--- src/rtl/imem_loader_if.sv ---
// Byte-stream and instruction-memory write-port bundle for imem_loader.
// master: stream source / IM side (drives bytes, observes the write port).
// slave:  the loader (accepts bytes, drives the IM write port).
interface imem_loader_if;
    logic        byte_valid;
    logic [7:0]  byte_data;
    logic        byte_ready;
    logic        wr_en;
    logic [31:0] wr_addr;
    logic [31:0] wr_data;

    modport master (
        output byte_valid, byte_data,
        input  byte_ready, wr_en, wr_addr, wr_data
    );

    modport slave (
        input  byte_valid, byte_data,
        output byte_ready, wr_en, wr_addr, wr_data
    );
endinterface

--- src/rtl/imem_loader.sv ---
// Boot-time instruction-memory loader. Accepts LEN_HI, LEN_LO, then LEN
// big-endian 32-bit words over a valid/ready byte stream, writes each word
// to IM at byte address index<<2, and holds the CPU in reset until the
// image is complete.
// Optional build macro IMEM_LOADER_CHECKSUM_EN: a trailing XOR checksum
// byte over all data bytes is required after the last word (also for len==0).
module imem_loader #(
    parameter int unsigned IMEM_SIZE = 128,
    parameter int unsigned CNT_W     = 16
) (
    input  logic             CLK,
    input  logic             RST,
    input  logic             start,
    imem_loader_if.slave     bus,
    output logic             cpu_hold,
    output logic             busy,
    output logic             done,
    output logic             err,
    output logic [CNT_W-1:0] words_loaded
);

    typedef enum logic [2:0] {
        IDLE,
        LEN_HI,
        LEN_LO,
        DATA,
        WRITE,
        DONE,
`ifdef IMEM_LOADER_CHECKSUM_EN
        CSUM,
`endif
        ERR
    } state_t;

    state_t           state;
    state_t           state_next;

    logic [15:0]      len_q;
    logic [1:0]       byte_idx;
    logic [CNT_W-1:0] word_idx;
    logic [CNT_W-1:0] cnt_q;
    logic [31:0]      addr_q;
    logic [31:0]      data_q;
`ifdef IMEM_LOADER_CHECKSUM_EN
    logic [7:0]       csum_q;
`endif

    logic             ready;
    logic             xfer;
    logic [15:0]      len_full;
    logic [CNT_W-1:0] cnt_inc;
    logic             last_word;

    assign xfer      = bus.byte_valid && ready;
    assign len_full  = {len_q[15:8], bus.byte_data};
    assign cnt_inc   = cnt_q + CNT_W'(1);
    assign last_word = (cnt_inc == CNT_W'(len_q));

    assign bus.byte_ready = ready;
    assign bus.wr_addr    = addr_q;
    assign bus.wr_data    = data_q;
    assign words_loaded   = cnt_q;

    // State register.
    always_ff @(posedge CLK) begin
        if (!RST) state <= IDLE;
        else      state <= state_next;
    end

    // Next-state decode and per-state outputs.
    always_comb begin
        state_next = state;
        ready      = 1'b0;
        bus.wr_en  = 1'b0;
        busy       = 1'b0;
        done       = 1'b0;
        err        = 1'b0;
        cpu_hold   = 1'b1;
        case (state)
            IDLE: begin
                if (start) state_next = LEN_HI;
            end
            LEN_HI: begin
                ready = 1'b1;
                busy  = 1'b1;
                if (xfer) state_next = LEN_LO;
            end
            LEN_LO: begin
                ready = 1'b1;
                busy  = 1'b1;
                if (xfer) begin
                    if (len_full == 16'd0)
`ifdef IMEM_LOADER_CHECKSUM_EN
                        state_next = CSUM;
`else
                        state_next = DONE;
`endif
                    else if (len_full > 16'(IMEM_SIZE))
                        state_next = ERR;
                    else
                        state_next = DATA;
                end
            end
            DATA: begin
                ready = 1'b1;
                busy  = 1'b1;
                if (xfer && byte_idx == 2'd3) state_next = WRITE;
            end
            WRITE: begin
                busy      = 1'b1;
                bus.wr_en = 1'b1;
                if (last_word)
`ifdef IMEM_LOADER_CHECKSUM_EN
                    state_next = CSUM;
`else
                    state_next = DONE;
`endif
                else
                    state_next = DATA;
            end
`ifdef IMEM_LOADER_CHECKSUM_EN
            CSUM: begin
                ready = 1'b1;
                busy  = 1'b1;
                if (xfer) state_next = (bus.byte_data == csum_q) ? DONE : ERR;
            end
`endif
            DONE: begin
                done     = 1'b1;
                cpu_hold = 1'b0;
                if (start) state_next = LEN_HI;
            end
            ERR: begin
                err = 1'b1;
                if (start) state_next = LEN_HI;
            end
            default: state_next = IDLE;
        endcase
    end

    // Length capture, word assembly, address/counter bookkeeping.
    always_ff @(posedge CLK) begin
        if (!RST) begin
            len_q    <= '0;
            byte_idx <= '0;
            word_idx <= '0;
            cnt_q    <= '0;
            addr_q   <= '0;
            data_q   <= '0;
`ifdef IMEM_LOADER_CHECKSUM_EN
            csum_q   <= '0;
`endif
        end else begin
            case (state)
                LEN_HI: begin
                    if (xfer) len_q[15:8] <= bus.byte_data;
                end
                LEN_LO: begin
                    if (xfer) begin
                        len_q[7:0] <= bus.byte_data;
                        byte_idx   <= '0;
                        word_idx   <= '0;
                        cnt_q      <= '0;
`ifdef IMEM_LOADER_CHECKSUM_EN
                        csum_q     <= '0;
`endif
                    end
                end
                DATA: begin
                    if (xfer) begin
                        data_q   <= {data_q[23:0], bus.byte_data};
                        byte_idx <= byte_idx + 2'd1;
`ifdef IMEM_LOADER_CHECKSUM_EN
                        csum_q   <= csum_q ^ bus.byte_data;
`endif
                        // Address is latched with the final byte so it is stable for the whole WRITE cycle.
                        if (byte_idx == 2'd3) addr_q <= 32'(word_idx) << 2;
                    end
                end
                WRITE: begin
                    word_idx <= word_idx + CNT_W'(1);
                    cnt_q    <= cnt_inc;
                    byte_idx <= '0;
                end
                default: ;
            endcase
        end
    end

endmodule

--- src/flat_wrapper.sv ---
// flat-port wrapper written by rule: the top's interface ports become plain ports
module imem_loader_flat 
#(
    parameter int unsigned IMEM_SIZE = 128,
    parameter int unsigned CNT_W     = 16
)
  (CLK, RST, start, cpu_hold, busy, done, err, words_loaded, bus_byte_valid, bus_byte_data, bus_byte_ready, bus_wr_en, bus_wr_addr, bus_wr_data);
  imem_loader_if bus_i ();
  input  logic CLK;
  input  logic RST;
  input  logic start;
  output logic cpu_hold;
  output logic busy;
  output logic done;
  output logic err;
  output logic [CNT_W-1:0] words_loaded;
  input wire logic [$bits(bus_i.byte_valid)-1:0] bus_byte_valid;
  input wire logic [$bits(bus_i.byte_data)-1:0] bus_byte_data;
  output wire logic [$bits(bus_i.byte_ready)-1:0] bus_byte_ready;
  output wire logic [$bits(bus_i.wr_en)-1:0] bus_wr_en;
  output wire logic [$bits(bus_i.wr_addr)-1:0] bus_wr_addr;
  output wire logic [$bits(bus_i.wr_data)-1:0] bus_wr_data;
  assign bus_i.byte_valid = bus_byte_valid;
  assign bus_i.byte_data = bus_byte_data;
  assign bus_byte_ready = bus_i.byte_ready;
  assign bus_wr_en = bus_i.wr_en;
  assign bus_wr_addr = bus_i.wr_addr;
  assign bus_wr_data = bus_i.wr_data;
  imem_loader #(.IMEM_SIZE(IMEM_SIZE), .CNT_W(CNT_W)) u_core (.CLK(CLK), .RST(RST), .start(start), .bus(bus_i), .cpu_hold(cpu_hold), .busy(busy), .done(done), .err(err), .words_loaded(words_loaded));
endmodule
--- config.mk ---
export PLATFORM = sky130hd
export DESIGN_NAME = imem_loader_flat
export DESIGN_NICKNAME = d
export VERILOG_FILES = /design/src/rtl/imem_loader_if.sv /design/src/rtl/imem_loader.sv /design/src/flat_wrapper.sv
export SDC_FILE = /design/constraint.sdc
export NUM_CORES = 1
export LEC_CHECK = 0
export ABC_CLOCK_PERIOD_IN_PS = 2200
export CORE_UTILIZATION = 47
export DETAILED_ROUTE_END_ITERATION = 10
export PLACE_DENSITY = 0.76
export REMOVE_ABC_BUFFERS = 1
export SYNTH_ARGS = -nofsm -noshare
export SYNTH_HDL_FRONTEND = slang
export SYNTH_SLANG_ARGS = --single-unit
--- constraint.sdc ---
create_clock -name CLK -period 2.2 [get_ports CLK]
set_clock_uncertainty 0.1 [all_clocks]
set_input_delay 0.66 -clock CLK [delete_from_list [all_inputs] [get_ports CLK]]
set_output_delay 0.66 -clock CLK [all_outputs]
set_load 0.005 [all_outputs]
### After elaboration in Yosys (flattened, before gate mapping)

Index checks and enable logic that the tools add are counted.

| storage, ports and cells | value |
|---|---|
| register bits after elaboration | 101 |
| input bits | 12 |
| word-level logic and storage cells | 61 |

| operators by class | value |
|---|---|
| add/sub/neg operators | 3 |
| $lt $le $gt $ge | 1 |
| equal/unequal tests | 13 |
| mux-type cells | 20 |
| reductions and logical operators | 16 |

Operator list:

| kind | number |
|---|---|
| case mux 16 bit (2 select lines) | 2 |
| adder 16 x 1 -> 16 bit, second input constant | 2 |
| 2-to-1 mux 3 bit | 7 |
| == test 16 bit | 1 |
| greater-than comparator 16 x 8 -> 1 bit, second input constant | 1 |
| zero test 16 bit | 1 |
| 2-to-1 mux 16 bit | 1 |
| case mux 3 bit (5 select lines) | 1 |
| inequality test 2 x 1 -> 1 bit, second input constant | 5 |
| == test 3 bit, second input constant | 3 |
| AND reduction 2 bit | 4 |
| == test 3 x 2 -> 1 bit, second input constant | 2 |
| 2-to-1 mux 1 bit | 6 |
| case mux 2 bit (3 select lines) | 1 |
| AND reduction 3 bit | 2 |
| OR reduction 3 bit | 2 |
| 2-to-1 mux 2 bit | 2 |
| AND reduction 4 bit | 1 |
| OR reduction 4 bit | 1 |
| == test 3 x 1 -> 1 bit, second input constant | 1 |
| zero test 3 bit | 1 |
| nonzero test 3 bit | 1 |
| adder 2 x 1 -> 2 bit, second input constant | 1 |
| == test 2 bit, second input constant | 1 |
| other kinds (2) | 3 |

### Longest topological paths before layout

Gate-level depths: netlist (run 1).

| logic depth | value |
|---|---|
| depth in word-level cells | 7 |
| gate-level depth with buffers | 10 |
| mapped depth without buffers | 7 |

### Least setup slack after synthesis (run 1)

No wires, ideal clock.

| timing | value |
|---|---|
| kind | register to register |
| from | reg u_core.cnt_q[0] (netlist: u_core.words_loaded[0]) |
| to | reg u_core.state[1] |
| library setup time | 0.131 ns |
| arrival | 1.950 ns |
| required time | 1.969 ns |
| slack | 0.019 ns |
| cell stages (with the launch flop) | 9 |
| path buffers | 1 |
| path through | dfxtp_1 ha_1 nand3_1 buf_2 o31a_1 nor3_2 o31ai_4 nor4b_1 a31oi_1 |

| on the way | value |
|---|---|
| longest elaborated chain between the ends | 4 |

RTL lines:

| element | RTL line | source |
|---|---|---|
| start, declared | imem_loader.sv:41 | `logic [CNT_W-1:0] cnt_q;` |
| start signal, assigned | imem_loader.sv:182 | `cnt_q <= cnt_inc;` |
| adder 16 x 1 -> 16 bit | imem_loader.sv:56 | `assign cnt_inc = cnt_q + CNT_W'(1);` |
| == test 16 bit | imem_loader.sv:57 | `assign last_word = (cnt_inc == CNT_W'(len_q));` |
| 2-to-1 mux 3 bit | imem_loader.sv:112 | `if (last_word)` |
| case mux 3 bit (5 select lines) | imem_loader.sv:79 | `case (state)` |
| end signal, assigned | imem_loader.sv:67 | `else state <= state_next;` |
| end, declared | imem_loader.sv:35 | `state_t state;` |

No other way between the ends.
A chain may end at the register's enable or synchronous reset.

### Final worst setup path (run 1)

| timing | value |
|---|---|
| from | reg u_core.cnt_q[0] (netlist: u_core.words_loaded[0]) |
| to | out words_loaded[0] |

RTL lines:

| element | RTL line | source |
|---|---|---|
| end, declared | flat_wrapper.sv:16 | `output logic [CNT_W-1:0] words_loaded;` |

No word-level cell between the ends.

==> metrics, run 1 <==
Max Fclk 463.0 MHz; Slew Limit Fails 0; placement row count 37; GP Congestion 0.9063; Initial Util 48.64%; num ports 98; final setup fails 0; post-route ant nets 0; Multi-input gate area 2685 um2; root buf cell clkbuf_8; largest net degree at the start of global routing 45; hold crit path type reg -> reg; top cells by area, synth dfxtp_1 (40%), nand2_1 (12%), a21oi_1 (8.0%); Synth Instances 641; CTS tree built; Residual DRC 0; port bufs 81; WP data arrival 1.40 ns; worst r2r path cells 6; Die Height 105.4 um; period utilization 98.17%; placed cell area 6100 um2; Layout Nets 758; Area Overhead vs Synth 27.73%; part of the Yosys area used for sequential elements 40.27%; initial antenna violation count 0; Total GRT Usage 23.64%; R2R Setup Slk 0.08 ns; Fill cells 900; FF+latch count, synth 101; startpoint types flop; Reg-to-Reg Start u_core.state[0]$_SDFFE_PN0P_; Hold Vio Cnt, Final 0; Antenna Cells 0; Async SR Flop Fraction 0%; share of cells above drive strength 1 15.24%; Crit Path Category reg -> out; top-count cell post-synth nand2_1; HPWL Detailed 9143 um; Max Root-Sink Buffers 2; Synth area leader dfxtp_1; most instantiated cells after synthesis nand2_1 (161), dfxtp_1 (101), a21oi_1 (80); final instance area 6414 um2; Die Wd 105.4 um; CP endpoint kind output pin; Worst-path clk slew 0.11 ns; Post-synth top flop dfxtp_1; worst path required time 1.44 ns; Yosys warning count 0; max-cap violation count 0; unrepaired setup endpoints after global routing yes; register area 2046 um2; Clock Latency Late Sink 0.37 ns; worst hold path stage count 2; Yosys top cell area share 40.27%; Post-Layout Cell Count 884; fin crit period 2.160 ns; Post-Route WL 12,800 um; Hold Crit Endpoint u_core.bus.wr_data[27]$_SDFFE_PN0P_; area of the core 10,320 um2; vias in the first global route 4,629; Clock Sinks 101; Iteration-0 DRC Markers 284; Worst R2R End u_core.word_idx[10]$_SDFFE_PN0P_; synthesized area per cell 7.833 um2; maximum VDD drop 0.3836 mV; power per standard cell area 629.2 nW/um2; first-pass GRT wire length 21,380 um; Post-synth EDFFs 0; H-tree levels 3; placed cell count 866; Worst Hold Launch u_core.bus.wr_data[27]$_SDFFE_PN0P_; CTS buffer count 9; GRT overflow 0; crit path max fanout 7; run status completed; mapped cell area 5021 um2; router iterations before antenna repair 5; LEAKAGE 0.002358 uW; die area 11,100 um2; wire per inst 14.47 um; vias 4,796; synth unique cells 65; Vias/cell 5.425
==> placed cells by master, fill, tap and decap left out, drive strengths merged, types with 6 or more instances in the layout <==
| cell | instances |
|---|---|
| a21oi | 80 |
| xor2 | 7 |
| nand2b | 7 |
| dfxtp | 101 |
| clkdlybuf4s50 | 72 |
| a21boi | 14 |
| nor2b | 11 |
| nor3 | 14 |
| nor4 | 10 |
| o21ai | 19 |
| nand3 | 19 |
| buf | 54 |
| nand2 | 161 |
| inv | 12 |
| or3 | 6 |
| nor2 | 35 |
| clkbuf | 13 |
| o211ai | 8 |
| conb | 16 |
| xnor2 | 10 |
| and3 | 7 |
| nand4 | 10 |
==> state kept, by name (all words and copies together), names as in the netlist <==
name	flops
u_core.state	3
u_core.bus.wr_addr	16
u_core.byte_idx	2
u_core.len_q	16
u_core.bus.wr_data	32
u_core.word_idx	16
u_core.words_loaded	16
==> critical path: stages (launching register included) <==
cell             delay, ns
dfxtp_1               0.35
buf_4                 0.17
clkdlybuf4s50_1       0.51
==> final cells by class <==
cell class | instances | area share, %
clock buffer | 11 | 2.361
clock inverter | 5 | 0.7218
inverter | 7 | 0.4097
multi-input combinational | 489 | 41.87
sequential | 101 | 31.90
tap | 136 | 2.653
timing repair buffer | 135 | 20.09
==> cell families after synthesis <==
kind of cell	after synthesis	share of synthesized area [%]
and+or+nand+nor	298	28.01
AOI/OAI and AO/OA	153	19.01
DFF	101	40.27
buffers and inverters	66	8.472
xor gates and xnor gates	17	2.965
adders and majority gates	3	0.7477
muxes	2	0.4485
other	1	0.07469
==> metal layers <==
layer  vias up  wire length [um]  global-route usage [%]  part of all wire [%]
li1       2372                 -                       -                     -
met1      2239              5610                   30.19                    44
met2       161              6189                   39.10                    48
met3        24               709                   3.896                   5.5
met4         0               286                   10.66                   2.2
met5         -                 0                       0                     0
==> worst max-delay path by stage <==
stage | startpoint | to | cells after the start | slack, ns
3_5_place_dp | bus_byte_data[3] | u_core.state[2]$_SDFFE_PN0P_ | 7 | -0.35
6_report | u_core.words_loaded[0]$_SDFFE_PN0P_ | words_loaded[0] | 2 | 0.04
2_1_floorplan | bus_byte_valid | u_core.bus.wr_addr[17]$_SDFFE_PN0P_ | 5 | -0.27
5_1_grt | u_core.words_loaded[1]$_SDFFE_PN0P_ | u_core.state[1]$_SDFFE_PN0P_ | 8 | -0.04
3_3_place_gp | bus_byte_data[3] | u_core.state[2]$_SDFFE_PN0P_ | 7 | -0.30
4_1_cts | u_core.state[0]$_SDFFE_PN0P_ | err | 5 | 0.001
==> metrics by stage <==
step           TNS [ns]  total power, uW  worst slack, ns  utilization (%)  hold WS [ns]
2_1_floorplan    -5.277             2449          -0.2677                -        0.3406
3_5_place_dp     -10.80             2813          -0.3536            59.08        0.3487
3_3_place_gp     -10.02             2796          -0.3049            59.08        0.3436
4_1_cts               0             4033         0.001280            61.59        0.3657
6_report              0             4036          0.04034            62.13        0.3627
5_1_grt        -0.06954             4225         -0.04466            62.13        0.3830
==> power breakdown <==
group / switching [uW] / internal (uW) / total, uW / leakage, uW
registers: 64.4 / 1890 / 1950 / 0.000822
clock network: 699 / 499 / 1200 / 0.000103
logic: 499 / 386 / 885 / 0.00143
total: 1260 / 2770 / 4040 / 0.00236
==> repair_timing <==
| item | in CTS | in global routing |
|---|---|---|
| pin swaps | 1 | 2 |
| setup endpoints to repair | 14 | 17 |
| hold buffers | 0 | 0 |
| gates resized for setup | 30 | 21 |
| setup buffers | 2 | 0 |
(Power assumes the default switching activity.)
==> run 2: changes to the inputs <==
- CORE_ASPECT_RATIO: default -> 0.7
- CTS_BUF_LIST: default -> sky130_fd_sc_hd__clkbuf_16
==> run 2 against run 1 <==
  * The flow now finishes with violations (DRC, setup timing)
  * Largest cell class unchanged
  * Total power increased by 14%
  * Sequential power about the same
  * Sequential share of layout area decreased by 2.3 points
  * Via count increased by 5.0%
  * Design area increased by 7.7%
  * Sequential cell count unchanged
  * Fmax decreased by 2.7%
  * Worst setup slack got worse by 0.059 ns
==> metrics, run 2 (synthesized netlist as in run 1, its figures left out) <==
Antenna Cells 0 (unchanged); post-place setup slack -0.4867 ns (-0.1331 ns); Vias/cell 5.523 (+1.8%); clock network fraction of design power 33.6% (+3.9 points); share of the core filled with cells 66.69% (+4.6 points); Die Height 88.48 um (-16%); vias in the first global route 4,551 (-1.7%); Net Sw Frac 30.80% (-0.49 points); CTS tree built; H-tree levels 3 (unchanged); Layout Nets 790 (+4.2%); run status finished, violations left; post-route ant nets 0 (unchanged); Crit Path Category in -> reg; GP Congestion 0.8901 (-1.8%); wire per inst 15.51 um (+7.2%); Max Fclk 450.7 MHz (-2.7%); GRT overflow 0 (unchanged); Clock Latency Late Sink 0.36 ns (about the same); Clock Sinks 101 (unchanged); root buf cell clkbuf_16; R2R Setup Slk 0.08 ns (about the same); CTS buffer count 9 (unchanged); Slowest-stage cell, CP clkdlybuf4s50_1; commonest non-fill, non-tap cells in the layout nand2_1 (159), dfxtp_1 (87), a21oi_1 (80); Logic pwr share 23.7% (+1.8 points); LEAKAGE 0.002562 uW (+8.6%); vias 5,037 (+5.0%); placed cell count 887 (+2.4%); initial antenna violation count 0 (unchanged); Int Power 3171 uW (+14%); startpoint types primary input; port bufs 81 (unchanged); max reg flops 32 (unchanged); max-cap violation count 0 (unchanged); share of cells above drive strength 1 20.90% (+5.7 points); Die Wd 125.5 um (+19%); Post-Layout Cell Count 912 (+3.2%); num ports 98 (unchanged); power per standard cell area 663.6 nW/um2 (+5.5%); NetSw 1412 uW (+12%); Slew Limit Fails 0 (unchanged); worst path required time 2.35 ns (+0.91 ns); Worst-path clk slew 0.07 ns (-0.04 ns); fin crit period 2.219 ns (+0.05900 ns); Residual DRC 10 (+10); Max Root-Sink Buffers 2 (unchanged); area of the core 10,360 um2 (+0.31%); die area 11,110 um2 (about the same); maximum VDD drop 0.3971 mV (+3.5%); worst path cell trace clkdlybuf4s50_1 -> nor3_1 -> nand2_2 -> xnor2_1 -> o311ai_0 -> o21ai_0 -> a31o_1; Total GRT Usage 25.43% (+1.8 points); family with the most delay on the worst path compound AO/OA/AOI/OAI gates; crit path max fanout 3 (-4); largest net degree at the start of global routing 27 (-40%); final setup margin -0.01865 ns (-0.05900 ns); Initial Util 48.48% (-0.15 points); most common cell after layout, fill and taps aside nand2_1; Seq pwr share 42.8% (-5.6 points); violated checks DRC, setup timing; hold crit path type reg -> reg; first-pass GRT wire length 22,160 um (+3.6%); WP data arrival 2.37 ns (+0.97 ns); slowest stage delay, CP 0.49 ns (-0.02 ns); Hold Vio Cnt, Final 0 (unchanged); unrepaired setup endpoints after global routing yes; Post-Route WL 14,150 um (+11%); Crit path buffers/inverters 1 (-1); HPWL Detailed 10,130 um (+11%); period utilization 100.8% (+2.7 points); CP endpoint kind flop; final setup fails 2 (+2); Area Overhead vs Synth 37.55%; Iteration-0 DRC Markers 386 (+36%); router iterations before antenna repair 8 (+3); placement row count 31 (-16%)
## run 2: changes by cell type in the layout (fill, tap and decap cells not counted), sizes merged
cell | before | now
buf | 54 | 86
clkbuf | 13 | 10
clkdlybuf4s15 | 0 | 1
clkdlybuf4s50 | 72 | 73
clkinv | 0 | 3
clkinvlp | 0 | 1
dlygate4sd2 | 4 | 2
dlymetal6s2s | 3 | 4
inv | 12 | 10
## run 2: worst reg2reg max path, stage by stage, from the launching register on
cell and delay (ns):
dfxtp_2 0.35, ha_4 0.15, buf_4 0.13, nand2b_1 0.07
o211ai_1 0.25, a31oi_2 0.15, a2111oi_4 0.35, nor3b_2 0.25
buf_4 0.14, a31o_1 0.13
## run 2: cell type report
| cell class | count | area [um2] |
|---|---|---|
| timing repair buffer | 167 | 1577 |
| tap | 132 | 165.2 |
| clock inverter | 7 | 57.56 |
| sequential | 101 | 2042 |
| multi-input combinational | 489 | 2811 |
| clock buffer | 9 | 225.2 |
| inverter | 7 | 28.78 |
| fill | 878 | 3450 |
## run 2: metrics by stage
stage / power (uW) / cell area, um2 / TNS [ns] / hold WS, ns
CTS: 4482 / 6681 / -0.4155 / 0.3585
global route: 4768 / 6907 / -0.1833 / 0.3792
detailed placement: 2929 / 6320 / -7.622 / 0.3481
finish: 4583 / 6907 / -0.02633 / 0.3591
global placement: 2906 / 6320 / -3.823 / 0.3425
floorplan: 2449 / 4678 / -5.277 / 0.3406
## run 2: worst paths after layout
path | startpoint | to | cells past startpoint
setup / recovery | bus_byte_data[0] | u_core.state[2]$_SDFFE_PN0P_ | 7
hold / removal | u_core.bus.wr_data[31]$_SDFFE_PN0P_ | u_core.bus.wr_data[31]$_SDFFE_PN0P_ | 2
setup reg to reg | u_core.words_loaded[1]$_SDFFE_PN0P_ | u_core.state[2]$_SDFFE_PN0P_ | 9
hold reg to reg | u_core.bus.wr_data[31]$_SDFFE_PN0P_ | u_core.bus.wr_data[31]$_SDFFE_PN0P_ | 2
## run 2: power groups by stage
stage | clock network (uW) | logic, uW | registers (uW)
after floorplan | 0 | 444 | 2000
after global placement | 0 | 921 | 1980
after detailed placement | 0 | 942 | 1990
after CTS | 1560 | 969 | 1950
after global routing | 1640 | 1160 | 1960
final | 1540 | 1080 | 1960
## run 2: what timing repair did
action | CTS | global route
buffers inserted | 1 | 8
resized for setup | 25 | 45
hold buffers | 0 | 0
pin swaps | 2 | 16
endpoints found under the setup margin | 9 | 13
## run 2: routing by layer
metal	wire (um)	vias to the layer above	GRT usage, %
li1	-	2439	-
met1	6356	2403	33.56
met5	0	-	0
met2	6658	176	41.87
met3	953	19	5.381
met4	178	0	8.758
==> run 3: changes to the inputs <==
- ABC_AREA: default -> 1
- CORE_ASPECT_RATIO: 0.7 -> default
- PLACE_DENSITY: 0.76 -> 0.77
==> run 3 against run 2 <==
  * The run now ends clean
  * Highest routed layer unchanged
  * Fmax up 2.5%
  * Critical path depth down 4
  * Combinational power up 8%
  * Sequential power up 7%
  * Global-route usage down 1.5 points
  * Critical path type is now reg -> out
  * Synthesized area down 1.1%
  * Hold slack better by 0.0074 ns
==> metrics, run 3 <==
GRT overflow 0 (unchanged); Max Root-Sink Buffers 2 (unchanged); router iterations before antenna repair 5 (-3); CTS buffer count 9 (unchanged); fin crit period 2.164 ns (-0.05515 ns); mapped cell area 4964 um2 (-1.1%); most instantiated cells after synthesis nand2_1 (153), nor2_1 (104), dfxtp_1 (101); synthesized area per cell 6.837 um2 (-13%); H-tree levels 3 (unchanged); unrepaired setup endpoints after global routing yes; Antenna Cells 0 (unchanged); Total GRT Usage 23.89% (-1.5 points); Post-synth EDFFs 0 (unchanged); share of cells above drive strength 1 12.34% (-8.6 points); commonest non-fill, non-tap cells in the layout nand2_1 (151), nor2_1 (100), dfxtp_1 (90); hold crit path type reg -> reg; first-pass GRT wire length 21,450 um (-3.2%); LEAKAGE 0.002791 uW (+8.9%); Max Fclk 462.2 MHz (+2.5%); Int Power 3369 uW (+6.2%); top cells by area, synth dfxtp_1 (41%), nand2_1 (12%), nor2_1 (7.9%); area of the core 10,280 um2 (-0.76%); slowest stage delay, CP 0.51 ns (+0.02 ns); Hold Vio Cnt, Final 0 (unchanged); die area 10,980 um2 (-1.2%); Synth area leader dfxtp_1; Yosys warning count 0 (unchanged); vias 5,004 (-0.66%); GP Congestion 0.8793 (-1.2%); family with the most delay on the worst path buffers and inverters; final setup fails 0 (-2); placement row count 37 (+19%); Iteration-0 DRC Markers 254 (-34%); NetSw 1521 uW (+7.8%); port bufs 81 (unchanged); max-cap violation count 0 (unchanged); HPWL Detailed 9129 um (-9.9%); Die Height 104.8 um (+18%); Post-Route WL 13,050 um (-7.8%); wire per inst 13.43 um (-13%); Initial Util 48.30% (-0.19 points); Area Overhead vs Synth 29.72%; top-count cell post-synth nand2_1; root buf cell clkbuf_16; most frequent CP cell nor2_4; clock network fraction of design power 33.3% (-0.3 points); Die Wd 104.8 um (-17%); slew of the pin with the lowest slew margin 0.5720 ns; Seq pwr share 42.8% (about the same); part of the Yosys area used for sequential elements 40.74% (+0.47 points); Layout Nets 845 (+7.0%); synth unique cells 36 (-45%); placed cell count 946 (+6.7%); Async SR Flop Fraction 0% (unchanged); Post-Layout Cell Count 971 (+6.5%); largest net degree at the start of global routing 54 (+100%); Worst slew margin 61.81%; worst path required time 1.44 ns (-0.91 ns); Slowest-stage cell, CP clkdlybuf4s50_1; Yosys top cell area share 40.74% (+0.47 points); CP endpoint kind output pin; Post-CTS Hold Fix Bufs 0 (unchanged); worst path cell trace nor2_4 -> nor2_4 -> clkdlybuf4s50_1; FF+latch count, synth 101 (unchanged); WP data arrival 1.40 ns (-0.97 ns); Logic pwr share 23.9% (+0.2 points); Synth Instances 726 (+13%); Crit Path Category reg -> out; startpoint types flop; max reg flops 32 (unchanged); Worst-path clk slew 0.07 ns (about the same); num ports 98 (unchanged); most common cell after layout, fill and taps aside nand2_1; CTS tree built; Clock Latency Late Sink 0.34 ns (-0.02 ns); period utilization 98.34% (-2.5 points); Clock Sinks 101 (unchanged); maximum VDD drop 0.4019 mV (+1.2%); run status completed; initial antenna violation count 0 (unchanged); Vias/cell 5.153 (-6.7%); Crit path buffers/inverters 1 (unchanged); final setup margin 0.03650 ns (+0.05515 ns); Slew Limit Fails 0 (unchanged); post-place setup slack -0.1033 ns (+0.3834 ns); Net Sw Frac 31.11% (+0.31 points); vias in the first global route 4,695 (+3.2%); post-route ant nets 0 (unchanged); power per standard cell area 759.4 nW/um2 (+14%); crit path max fanout 5 (+2); Post-synth top flop dfxtp_1; Residual DRC 0 (-10)
==> run 3: changes by cell type after synthesis, moves of 9 or more <==
cell / previous run / this run
a21boi_0: 14 / 0
nor2_1: 34 / 104
nand3_1: 19 / 53
xnor2_1: 10 / 1
nor4_1: 9 / 0
a21oi_1: 80 / 63
o21ai_0: 18 / 73
nor2b_1: 10 / 0
inv_1: 6 / 71
==> run 3: path summary, 6_finish.rpt <==
check,start,to,slack [ns],cells past startpoint
setup / recovery,u_core.state[1]$_SDFFE_PN0P_,bus_byte_ready,0.04,3
hold / removal,u_core.byte_idx[0]$_SDFFE_PN0P_,u_core.byte_idx[0]$_SDFFE_PN0P_,0.37,1
setup reg to reg,u_core.words_loaded[1]$_SDFFE_PN0P_,u_core.state[2]$_SDFFE_PN0P_,0.09,16
hold reg to reg,u_core.byte_idx[0]$_SDFFE_PN0P_,u_core.byte_idx[0]$_SDFFE_PN0P_,0.37,1
==> run 3: cell type report <==
cell class              instances  area [um2]
clock inverters                 7       81.33
well taps                     136       170.2
repair buffers                120        1106
flip-flops and latches        101        2046
clock buffers                   9       225.2
fillers                       943        3839
multi-input cells             522        2525
inverters                      76       285.3
==> run 3: cell families after synthesis <==
kind of cell / after synthesis / share of synthesized area (%)
xor gates and xnor gates: 1 / 0.1765
DFF: 101 / 40.74
other: 1 / 0.07555
adders and majority gates: 3 / 0.7563
AOI/OAI and AO/OA: 150 / 15.96
and+or+nand+nor: 352 / 31.51
buffers and inverters: 118 / 10.79
==> run 3: metrics by stage <==
stage | TNS, ns | hold slack [ns] | instance area (um2) | util, % | power (uW)
global placement | -0.4131 | 0.3463 | 5971 | 58.10 | 3177
global route | -0.1576 | 0.4067 | 6439 | 62.65 | 5143
detailed placement | -1.459 | 0.3603 | 5971 | 58.10 | 3208
CTS | -0.2567 | 0.3669 | 6305 | 61.35 | 4860
finish | 0 | 0.3664 | 6439 | 62.65 | 4890
floorplan | -3.707 | 0.3321 | 4770 | - | 2709
==> run 3: power groups by stage <==
stage / logic, uW / clock network, uW / registers, uW
2_1_floorplan: 624 / 0 / 2090
3_3_place_gp: 1080 / 0 / 2100
3_5_place_dp: 1100 / 0 / 2110
4_1_cts: 1130 / 1650 / 2080
5_1_grt: 1300 / 1730 / 2110
6_report: 1170 / 1630 / 2090
==> run 3: per-layer routing <==
metal | global-route usage [%] | share of wire [%] | routed length [um] | vias to the layer above
li1 | - | - | - | 2531
met1 | 29.64 | 45 | 5822 | 2278
met5 | 0 | 0 | 0 | -
met4 | 10.56 | 2.3 | 304 | 0
met2 | 39.78 | 47 | 6109 | 168
met3 | 5.115 | 6.2 | 808 | 27
==> run 3: repair_timing <==
item | CTS | global route
cloned | 0 | 0
pin swaps | 2 | 6
setup buffers | 1 | 8
endpoints found under the setup margin | 7 | 7
gates resized for setup | 12 | 25
